<file path="src/rtl/keypad_pkg.sv">
// keypad_pkg
//   Shared definitions for the 4x4 keypad scanner: matrix dimensions, the
//   packed scan-result type with its NONE encoding, the key-map table and the
//   active-low column drive patterns, plus small lookup helpers.
package keypad_pkg;

  localparam int NUM_COLS = 4;
  localparam int NUM_ROWS = 4;

  // One scan outcome: isKey low means NONE. The code field is always forced
  // to zero for NONE, so that two NONE results compare equal.
  typedef struct packed {
    logic       isKey;
    logic [3:0] code;
  } scanResult_t;

  localparam scanResult_t RESULT_NONE = '{isKey: 1'b0, code: 4'h0};

  // Key codes packed as nibbles, where the nibble index is col*4 + row.
  //   col0 = 1,4,7,0   col1 = 2,5,8,F   col2 = 3,6,9,E   col3 = A,B,C,D
  localparam logic [63:0] KEY_MAP = 64'hDCBA_E963_F852_0741;

  // Active-low column drive patterns, one nibble per column index.
  //   col0 = 0111, col1 = 1011, col2 = 1101, col3 = 1110
  localparam logic [15:0] COL_DRIVE = 16'hEDB7;

  function automatic logic [3:0] keyCode(input logic [1:0] colIdx,
                                         input logic [1:0] rowIdx);
    return KEY_MAP[{colIdx, rowIdx, 2'b00} +: 4];
  endfunction

  function automatic logic [3:0] colDrive(input logic [1:0] colIdx);
    return COL_DRIVE[{colIdx, 2'b00} +: 4];
  endfunction

endpackage

</file>
<file path="src/rtl/keypad_debounce.sv">
// keypad_debounce
//   Accepts one scan result per full keypad scan. A result is accepted only
//   after it has repeated for DEBOUNCE_SCANS consecutive scans. Accepting a
//   new key updates the displayed code and pulses keyValid_o for one cycle.
//   Accepting NONE only drops keyDown_o.
// Ports
//   clock         system clock, rising edge
//   reset         synchronous active-high reset
//   scanDone_i    high in the final cycle of a full scan
//   scanResult_i  scan outcome (keypad_pkg::scanResult_t), valid with scanDone_i
//   dispVal_o     code of the last accepted key (F after reset)
//   keyValid_o    one-cycle pulse when a new key is accepted
//   keyDown_o     high while the accepted state is a key
module keypad_debounce
  import keypad_pkg::*;
#(
  parameter int DEBOUNCE_SCANS = 4
) (
  input  logic       clock,
  input  logic       reset,
  input  logic       scanDone_i,
  input  logic [4:0] scanResult_i,
  output logic [3:0] dispVal_o,
  output logic       keyValid_o,
  output logic       keyDown_o
);

  localparam int CNT_W = $clog2(DEBOUNCE_SCANS + 1);
  localparam logic [CNT_W-1:0] STABLE_MAX = CNT_W'(DEBOUNCE_SCANS);

  scanResult_t newResult;
  scanResult_t lastResult_q, lastResult_d;
  scanResult_t debState_q, debState_d;
  logic [CNT_W-1:0] stableCnt_q, stableCnt_d;
  logic [3:0] dispVal_q, dispVal_d;
  logic keyValid_q, keyValid_d;
  logic keyDown_q, keyDown_d;

  assign newResult = scanResult_i;

  // Each finished scan either extends the current run of identical results
  // or starts a new run at 1. The run counter saturates, so a key that is
  // held for a long time keeps matching the accepted state and is not
  // accepted a second time. The outputs are computed here from the updated
  // run length, which makes them visible in the cycle right after the
  // deciding scan ends.
  always_comb begin
    lastResult_d = lastResult_q;
    debState_d   = debState_q;
    stableCnt_d  = stableCnt_q;
    dispVal_d    = dispVal_q;
    keyValid_d   = 1'b0;
    keyDown_d    = keyDown_q;
    if (scanDone_i) begin
      if (newResult == lastResult_q) begin
        if (stableCnt_q != STABLE_MAX) begin
          stableCnt_d = stableCnt_q + CNT_W'(1);
        end
      end else begin
        lastResult_d = newResult;
        stableCnt_d  = CNT_W'(1);
      end
      if ((stableCnt_d == STABLE_MAX) && (newResult != debState_q)) begin
        debState_d = newResult;
        keyDown_d  = newResult.isKey;
        if (newResult.isKey) begin
          dispVal_d  = newResult.code;
          keyValid_d = 1'b1;
        end
      end
    end
  end

  // Debounce state and registered outputs. Reset clears any partial
  // evidence, so no key can be accepted from activity before the reset.
  always_ff @(posedge clock) begin
    if (reset) begin
      lastResult_q <= RESULT_NONE;
      debState_q   <= RESULT_NONE;
      stableCnt_q  <= '0;
      dispVal_q    <= 4'hF;
      keyValid_q   <= 1'b0;
      keyDown_q    <= 1'b0;
    end else begin
      lastResult_q <= lastResult_d;
      debState_q   <= debState_d;
      stableCnt_q  <= stableCnt_d;
      dispVal_q    <= dispVal_d;
      keyValid_q   <= keyValid_d;
      keyDown_q    <= keyDown_d;
    end
  end

  assign dispVal_o  = dispVal_q;
  assign keyValid_o = keyValid_q;
  assign keyDown_o  = keyDown_q;

endmodule

</file>
<file path="src/rtl/keypad_scanner.sv">
// keypad_scanner
//   Scans a 4x4 active-low keypad matrix. The columns rotate continuously and
//   each column is driven for SETTLE_CYCLES cycles. The synchronized rows are
//   sampled in the last cycle of each column window. At the end of every full
//   scan the result is NONE, or KEY(code) when exactly one key is seen, and is
//   handed to keypad_debounce.
// Ports
//   clock      system clock, rising edge
//   reset      synchronous active-high reset
//   row        keypad rows, active-low, asynchronous to clock
//   col        column drive, active-low, exactly one bit low
//   DispVal    code of the last accepted key
//   key_valid  one-cycle pulse per newly accepted key
//   key_down   high while an accepted key stays pressed
module keypad_scanner
  import keypad_pkg::*;
#(
  parameter int SETTLE_CYCLES  = 100000,
  parameter int DEBOUNCE_SCANS = 4
) (
  input  logic       clock,
  input  logic       reset,
  input  logic [3:0] row,
  output logic [3:0] col,
  output logic [3:0] DispVal,
  output logic       key_valid,
  output logic       key_down
);

  localparam int CNT_W = $clog2(SETTLE_CYCLES);
  localparam logic [CNT_W-1:0] SETTLE_LAST = CNT_W'(SETTLE_CYCLES - 1);

  logic [3:0] rowMeta_q, rowSync_q;
  logic [CNT_W-1:0] settleCnt_q, settleCnt_d;
  logic [1:0] colIdx_q, colIdx_d;
  logic [3:0] col_q, col_d;
  logic [1:0] accCount_q, accCount_d;
  logic [3:0] accCode_q, accCode_d;

  logic sampleNow;
  logic [1:0] colCount;
  logic [3:0] colCode;
  logic [2:0] totalSum;
  logic [1:0] mergedCount;
  logic [3:0] mergedCode;
  logic scanDone;
  scanResult_t scanResult;

  // Decode the rows of the active column and merge them with the keys found
  // earlier in this scan. The key count saturates at 2 because any value
  // above one only means "multi-key". The remembered code matters only when
  // the total is exactly one.
  always_comb begin
    sampleNow = (settleCnt_q == SETTLE_LAST);
    colCount  = 2'd0;
    colCode   = 4'h0;
    for (int r = 0; r < NUM_ROWS; r++) begin
      if (!rowSync_q[r]) begin
        if (colCount != 2'd2) begin
          colCount = colCount + 2'd1;
        end
        colCode = keyCode(colIdx_q, 2'(r));
      end
    end
    totalSum    = {1'b0, accCount_q} + {1'b0, colCount};
    mergedCount = (totalSum >= 3'd2) ? 2'd2 : totalSum[1:0];
    mergedCode  = (accCount_q != 2'd0) ? accCode_q : colCode;
  end

  // Column rotation never stalls. In the sample cycle of the last column the
  // complete scan result is presented to the debouncer and the accumulator
  // is cleared for the next scan.
  always_comb begin
    settleCnt_d = settleCnt_q + CNT_W'(1);
    colIdx_d    = colIdx_q;
    accCount_d  = accCount_q;
    accCode_d   = accCode_q;
    scanDone    = 1'b0;
    scanResult  = RESULT_NONE;
    if (sampleNow) begin
      settleCnt_d = '0;
      colIdx_d    = colIdx_q + 2'd1;
      if (colIdx_q == 2'd3) begin
        scanDone   = 1'b1;
        accCount_d = 2'd0;
        accCode_d  = 4'h0;
        if (mergedCount == 2'd1) begin
          scanResult = '{isKey: 1'b1, code: mergedCode};
        end
      end else begin
        accCount_d = mergedCount;
        accCode_d  = mergedCode;
      end
    end
    col_d = colDrive(colIdx_d);
  end

  // Two-flop row synchronizer, scan counters and the registered column
  // drive. The synchronizer resets to "no key pressed".
  always_ff @(posedge clock) begin
    if (reset) begin
      rowMeta_q   <= 4'hF;
      rowSync_q   <= 4'hF;
      settleCnt_q <= '0;
      colIdx_q    <= 2'd0;
      col_q       <= colDrive(2'd0);
      accCount_q  <= 2'd0;
      accCode_q   <= 4'h0;
    end else begin
      rowMeta_q   <= row;
      rowSync_q   <= rowMeta_q;
      settleCnt_q <= settleCnt_d;
      colIdx_q    <= colIdx_d;
      col_q       <= col_d;
      accCount_q  <= accCount_d;
      accCode_q   <= accCode_d;
    end
  end

  assign col = col_q;

  keypad_debounce #(
    .DEBOUNCE_SCANS(DEBOUNCE_SCANS)
  ) uDebounce (
    .clock        (clock),
    .reset        (reset),
    .scanDone_i   (scanDone),
    .scanResult_i (scanResult),
    .dispVal_o    (DispVal),
    .keyValid_o   (key_valid),
    .keyDown_o    (key_down)
  );

endmodule

</file>
<file path="config.mk">
export PLATFORM = sky130hd
export DESIGN_NAME = keypad_scanner
export DESIGN_NICKNAME = d
export VERILOG_FILES = /design/src/rtl/keypad_pkg.sv /design/src/rtl/keypad_debounce.sv /design/src/rtl/keypad_scanner.sv
export SDC_FILE = /design/constraint.sdc
export NUM_CORES = 1
export LEC_CHECK = 0
export CORE_ASPECT_RATIO = 1.4
export CORE_MARGIN = 1.5
export CORE_UTILIZATION = 64
export DETAILED_ROUTE_END_ITERATION = 8
export PLACE_DENSITY = 0.83
export SLEW_MARGIN = 20
export SYNTH_ARGS = -nofsm -noshare
export SYNTH_HDL_FRONTEND = slang
export SYNTH_SLANG_ARGS = --single-unit
</file>
<file path="constraint.sdc">
create_clock -name clock -period 5.5 [get_ports clock]
set_input_delay 1.375 -clock clock [delete_from_list [all_inputs] [get_ports clock]]
set_output_delay 1.375 -clock clock [all_outputs]
set_load 0.02 [all_outputs]
</file>
[After elaboration in Yosys (flattened, before gate mapping)]
Cells that the tools add are included.
Storage, ports and cells
  register bits: 55
  bits of input ports: 6
  word-level logic and storage cells: 72
Cells by class
  $add $sub $neg: 7
  magnitude comparators: 1
  eq/ne operators: 10
  shift-type cells: 5
  mux-type cells: 25
  bitwise logic cells: 3
  reductions and logical operators: 7
Operators with widths (number)
  $shiftx A64 B7 Y4 const A: 4
  $mux W4: 6
  $mux W2: 9
  $add A17 B1 Y17 const B: 1
  $eq A17 B17 Y1 const B: 1
  $shiftx A16 B5 Y4 const A: 1
  $mux W5: 3
  $mux W3: 3
  $add A2 B1 Y2 const B: 4
  $ne A2 B2 Y1 const B: 3
  $eq A5 B5 Y1: 1
  $ne A5 B5 Y1: 1
  $mux W1: 4
  $reduce_and A2 Y1: 2
  $add A2 B2 Y3: 1
  $add A3 B1 Y3 const B: 1
  $eq A3 B3 Y1 const B: 1
  $ge A3 B2 Y1 const B: 1
  $ne A3 B3 Y1 const B: 1
  $not A1 Y1: 3
  $reduce_and A3 Y1: 1
  $reduce_or A3 Y1: 1
  $eq A2 B1 Y1 const B: 1
  $eq A2 B2 Y1 const B: 1
  other kinds (3): 3

[Longest topological paths before layout]
  depth after elaboration: 24
  mapped depth: 20
  mapped depth without buffers: 17

[By module]
Synthesis repeated with hierarchy kept, for this count alone.
Second synthesis, totals
  cells, all modules: 312
  area, all modules: 2815.2 µm²
By module, submodules not included
  keypad_scanner: instances 1, cells each 211, area each 1910.6 µm²
  keypad_debounce: instances 1, cells each 101, area each 904.6 µm²

[Least setup slack after synthesis]
OpenSTA, ideal clock, no wires.
  path type: register to register
  from: reg rowSync_q[1]
  to: reg uDebounce.dispVal_q[0], in the netlist uDebounce.dispVal_o[0]
  arrival time: 3696 ps
  required time: 5378 ps
  setup slack: 1682 ps
  stages on the path, launching flop included: 20
  clock period less this slack: 3818 ps
  path through: dfxtp_1 -> inv_1 -> ha_1 -> mux2i_1 -> ha_1 -> nor2_1 -> a21oi_1 -> ha_1 -> inv_1 -> fa_1 -> and3_1 -> clkbuf_1 -> nand2_1 -> or3_1 -> buf_6 -> o41ai_4 -> and2_1 -> buf_6 -> nor3_2 -> a221o_1
Between the ends
  cells in the longest elaborated chain, start to end: 20
  elaborated cells between the ends (all ways): 27
  classes of those cells: 3 x add/sub; 1 x order compare; 6 x eq/ne; 15 x mux; 2 x reduce/logical
Ends and longest elaborated chain
  from (decl): line keypad_scanner.sv:33  | logic [3:0] rowMeta_q, rowSync_q;
  from (signal assigned): line keypad_scanner.sv:111  | rowSync_q <= rowMeta_q;
  $mux W2: line keypad_scanner.sv:58  | if (!rowSync_q[r]) begin
  $add A2 B1 Y2 / $ne A2 B2 Y1 (equally long branches): line keypad_scanner.sv:60, keypad_scanner.sv:59
  $mux W2: line keypad_scanner.sv:59  | if (colCount != 2'd2) begin
  $mux W2: line keypad_scanner.sv:58
  $add A2 B1 Y2 / $ne A2 B2 Y1 (equally long branches): line keypad_scanner.sv:60, keypad_scanner.sv:59
  $mux W2: line keypad_scanner.sv:59
  $mux W2: line keypad_scanner.sv:58
  $add A2 B2 Y3: line keypad_scanner.sv:65  | totalSum = {1'b0, accCount_q} + {1'b0, colCount};
  [4 not listed]
  $mux W5 (*): line keypad_scanner.sv:83  | if (colIdx_q == 2'd3) begin
  $mux W5 (*): line keypad_scanner.sv:80  | if (sampleNow) begin
  $eq A5 B5 Y1: line keypad_debounce.sv:55  | if (newResult == lastResult_q) begin
  $mux W3: line keypad_debounce.sv:55
  $mux W3: line keypad_debounce.sv:54  | if (scanDone_i) begin
  $eq A3 B3 Y1: line keypad_debounce.sv:63  | if ((stableCnt_d == STABLE_MAX) && (newResult != debState_q)) begin
  $logic_and A1 B1 Y1: line keypad_debounce.sv:63
  $reduce_and A3 Y1 (no source line)
  to (signal assigned): line keypad_debounce.sv:88  | dispVal_q <= dispVal_d;
  to (decl): line keypad_debounce.sv:35  | logic [3:0] dispVal_q, dispVal_d;
Mark *: on every way between the ends. The rest lies on a longest branch, timed or not. The select of a mux whose other input is x is not followed.
A chain may end at the register's enable or synchronous reset.

[Final worst setup path]
  from: reg rowSync_q[1]
  to: reg uDebounce.dispVal_q[2], in the netlist uDebounce.dispVal_o[2]
Same word-level chain as after synthesis.

==> impl_results.md <==
- Status: completed
- Vias in the first global route: 2124
- Routed vias: 2351
- Initial Util: 0.674
- Top cell family by delay on the critical path: simple AND/OR/NAND/NOR gates
- Die area: 4880 um2
- Non-Filler Instances: 402
- Placer Congestion: 1.00
- Port buffer count: 15
- Final setup TNS: 0 ps
- Post-DP HPWL: 4.28 mm
- Period utilization: 0.809
- Mapped Area: 2860 um2
- Gr usage total: 0.258
- Most frequent CP cell: ha_1
- # diodes: 0
- WHS Path Cells: 1
- CTS tree: built
- Final setup violation count: 0
- GRT overflow: 0
- DR WL/cell: roughly 14 um
- Layout area overhead: 7.80%
- Cell Rows: 28
- Number of synthesized register bits: 55
- Final clock skew: 15.8 ps
- Async SR Flop Fraction: 0
- Post-synth top flop: dfxtp_1
- Maximum vdd drop: 201 uV
- Fin crit period: 4450 ps
- Synthesized instance count: 336
- Num CTS Buffers: 5
- Vias/cell: about 6
- Die height: 82.0 um
- Core area: 4240 um2
- Cell count after placement: 394
- Crit-path cells: inv_1 > ha_1 > mux2i_1 > ha_1 > nor2_1 > a21oi_1 > ha_1 > inv_1 > fa_1 > and3_1 > nand2_1 > nor3_2 > nand4_1 > o31ai_2 > o21a_1 > nand4_1 > a221o_1
- Fin nets: 360
- Clk_lat worst skew: roughly 320 ps
- Drt pass-1 iters: 4
- Syn_area_per_cell: 8.50 um2
- Cts hold-fix bufs: 0
- Worst EP required: 5720 ps
- Seq/Total Area, Yosys: 0.386
- Largest net degree at the start of global routing: between 40 and 50
- Reg2Reg Depth: 17
- Pwr Density: 215 nW/um2
- CP max FO: 11
- Slew headroom: 0.572
- Layout cell share with drive strength beyond 1: 0.0848
- First DRT Iteration DRCs: 85
- # Max-Cap Violations: 0
- Critical Path Sink Type: flop
- Number of antenna violations at the first check in global routing: 0
- Crit Path Class: reg -> reg
- # clock sinks: 55
- CP max stage delay: 490 ps
- Clock transition at path regs: 100 ps
- Internal reg-to-reg setup slack: 1050 ps
- EDFF count, synth: 0
- Hold Fails Final Rpt: 0
- Worst-Margin Slew: 639 ps
- Drc violations: 0
- Final WL: about 5.8 mm
- Number of distinct library cells after synthesis: 52
- Die width: 59.5 um
- Post-CTS Resized: 0
- Clock buffer depth: 2
- Synth warn: 0
- Hold Path Origin: rowMeta_q[0]
- Clock root buffer: clkbuf_8
- Antenna Nets Post-Route: 0
- Min-Delay Path Class: reg -> reg
- Ports: 16
- Syn nets: 355
- Post-CTS Setup Bufs: 0
- Hold Path Sink: rowSync_q[0]
- H-tree depth: 2
- Crit start category: flop
- Post-layout util: 0.726
- Slowest CP cell: fa_1
- Buffers plus inverters on the worst setup path: 2
- Lkg Pwr: around 1.1 nW
- Reg-to-Reg End: uDebounce.dispVal_o[2]
- Slew Limit Fails: 0
- RR Startpoint: rowSync_q[1]
- RSZ-0062 raised after global routing: false
- Critical path data arrival time: 4660 ps
- Max Fclk: 0.225 GHz
- Global-route wire length before repair: around 9.6 mm
[power breakdown]
part / switching, W / internal [W] / leakage, nW / total (W)
Sequential: 0.00000440 / 0.000402 / 0.446 / 0.000407
Combinational: 0.0000210 / 0.0000162 / 0.623 / 0.0000372
Clock: 0.000129 / 0.0000893 / 0.0412 / 0.000219
Total: 0.000155 / 0.000508 / 1.11 / 0.000663
[worst reg2reg max path, stage by stage, from the launching register on]
cell     delay, ps
dfxtp_1        470
inv_1           70
ha_1           270
mux2i_1        190
ha_1           170
nor2_1          40
a21oi_1        130
ha_1           150
inv_1           40
fa_1           490
and3_1         290
nand2_1        110
nor3_2         490
nand4_1        190
o31ai_2        120
o21a_1         400
nand4_1        300
a221o_1        420
[cells by family after synthesis]
family / synth area share
xor+xnor: 0.0583
mux: 0.00351
simple gates: 0.264
buf+inv: 0.0504
compound gates: 0.179
fa+ha+maj: 0.0596
flops: 0.386
[state kept, by name, summed over array words and instances (netlist names)]
signal                  count
accCode_q                   4
accCount_q                  2
col                         4
colIdx_q                    2
rowMeta_q                   4
rowSync_q                   4
settleCnt_q                17
uDebounce.debState_q        4
uDebounce.dispVal_o         4
uDebounce.keyDown_o         1
uDebounce.keyValid_o        1
uDebounce.lastResult_q      5
uDebounce.stableCnt_q       3
[how the worst max path moves through the flow]
stage	startpoint	end	slack (ps)	cells after the start
floorplan	rowSync_q[1]	uDebounce.dispVal_o[0]	1680	19
global placement	rowSync_q[1]	uDebounce.dispVal_o[2]	1240	17
detailed placement	rowSync_q[1]	uDebounce.dispVal_o[2]	1110	17
CTS	rowSync_q[1]	uDebounce.dispVal_o[2]	1080	17
global route	rowSync_q[1]	uDebounce.dispVal_o[2]	710	17
finish	rowSync_q[1]	uDebounce.dispVal_o[2]	1050	17
[cell usage after synthesis (8+ instances only)]
cell,instances,area share
xnor2_1,8,0.025
clkbuf_1,11,0.014
or2_2,11,0.024
dfxtp_1,55,0.39
nor2_1,36,0.047
inv_1,13,0.017
xor2_1,11,0.034
a21oi_1,27,0.047
o21ai_0,10,0.018
ha_1,12,0.053
nor3_1,9,0.016
nand4_1,14,0.031
nand3_1,11,0.019
nand2_1,25,0.033
[cells in the final DEF, fill, tap and decap left out, types with 7 or more instances in the layout]
cell type | synthesis | routed
dfxtp_1 | 55 | 55
nor2_1 | 36 | 36
a21oi_1 | 27 | 27
nand2_1 | 25 | 25
clkdlybuf4s50_1 | 0 | 15
nand4_1 | 14 | 14
inv_1 | 13 | 13
ha_1 | 12 | 12
nand3_1 | 11 | 11
or2_2 | 11 | 11
xor2_1 | 11 | 11
o21ai_0 | 10 | 10
nor3_1 | 9 | 9
xnor2_1 | 8 | 8
o21ai_1 | 7 | 7
[metrics by stage]
stage	power, W	hold slack, ps	area, um2	setup slack [ps]
CTS	0.000667	416	3080	1080
finish	0.000663	415	3080	1050
global placement	0.000452	392	2990	1240
floorplan	0.000443	389	2860	1680
detailed placement	0.000453	394	2990	1110
global route	0.000686	433	3080	713
[cell type report]
class,count,area (um2)
Multi-Input combinational cell,250,1610
Fill cell,357,1160
Sequential cell,55,1100
Timing Repair Buffer,16,158
Tap cell,60,75.1
Clock buffer,6,72.6
Inverter,13,48.8
Clock inverter,2,12.5
[metal layers]
| metal | vias to the layer above | GRT usage | wire (um) |
|---|---|---|---|
| met3 | 11 | 0.0488 | 212 |
| met1 | 1095 | 0.306 | 2530 |
| met2 | 47 | 0.459 | 2910 |
| met5 | - | 0 | 0 |
| li1 | 1198 | - | - |
| met4 | 0 | 0.0795 | 112 |
(Power assumes the default switching activity.)
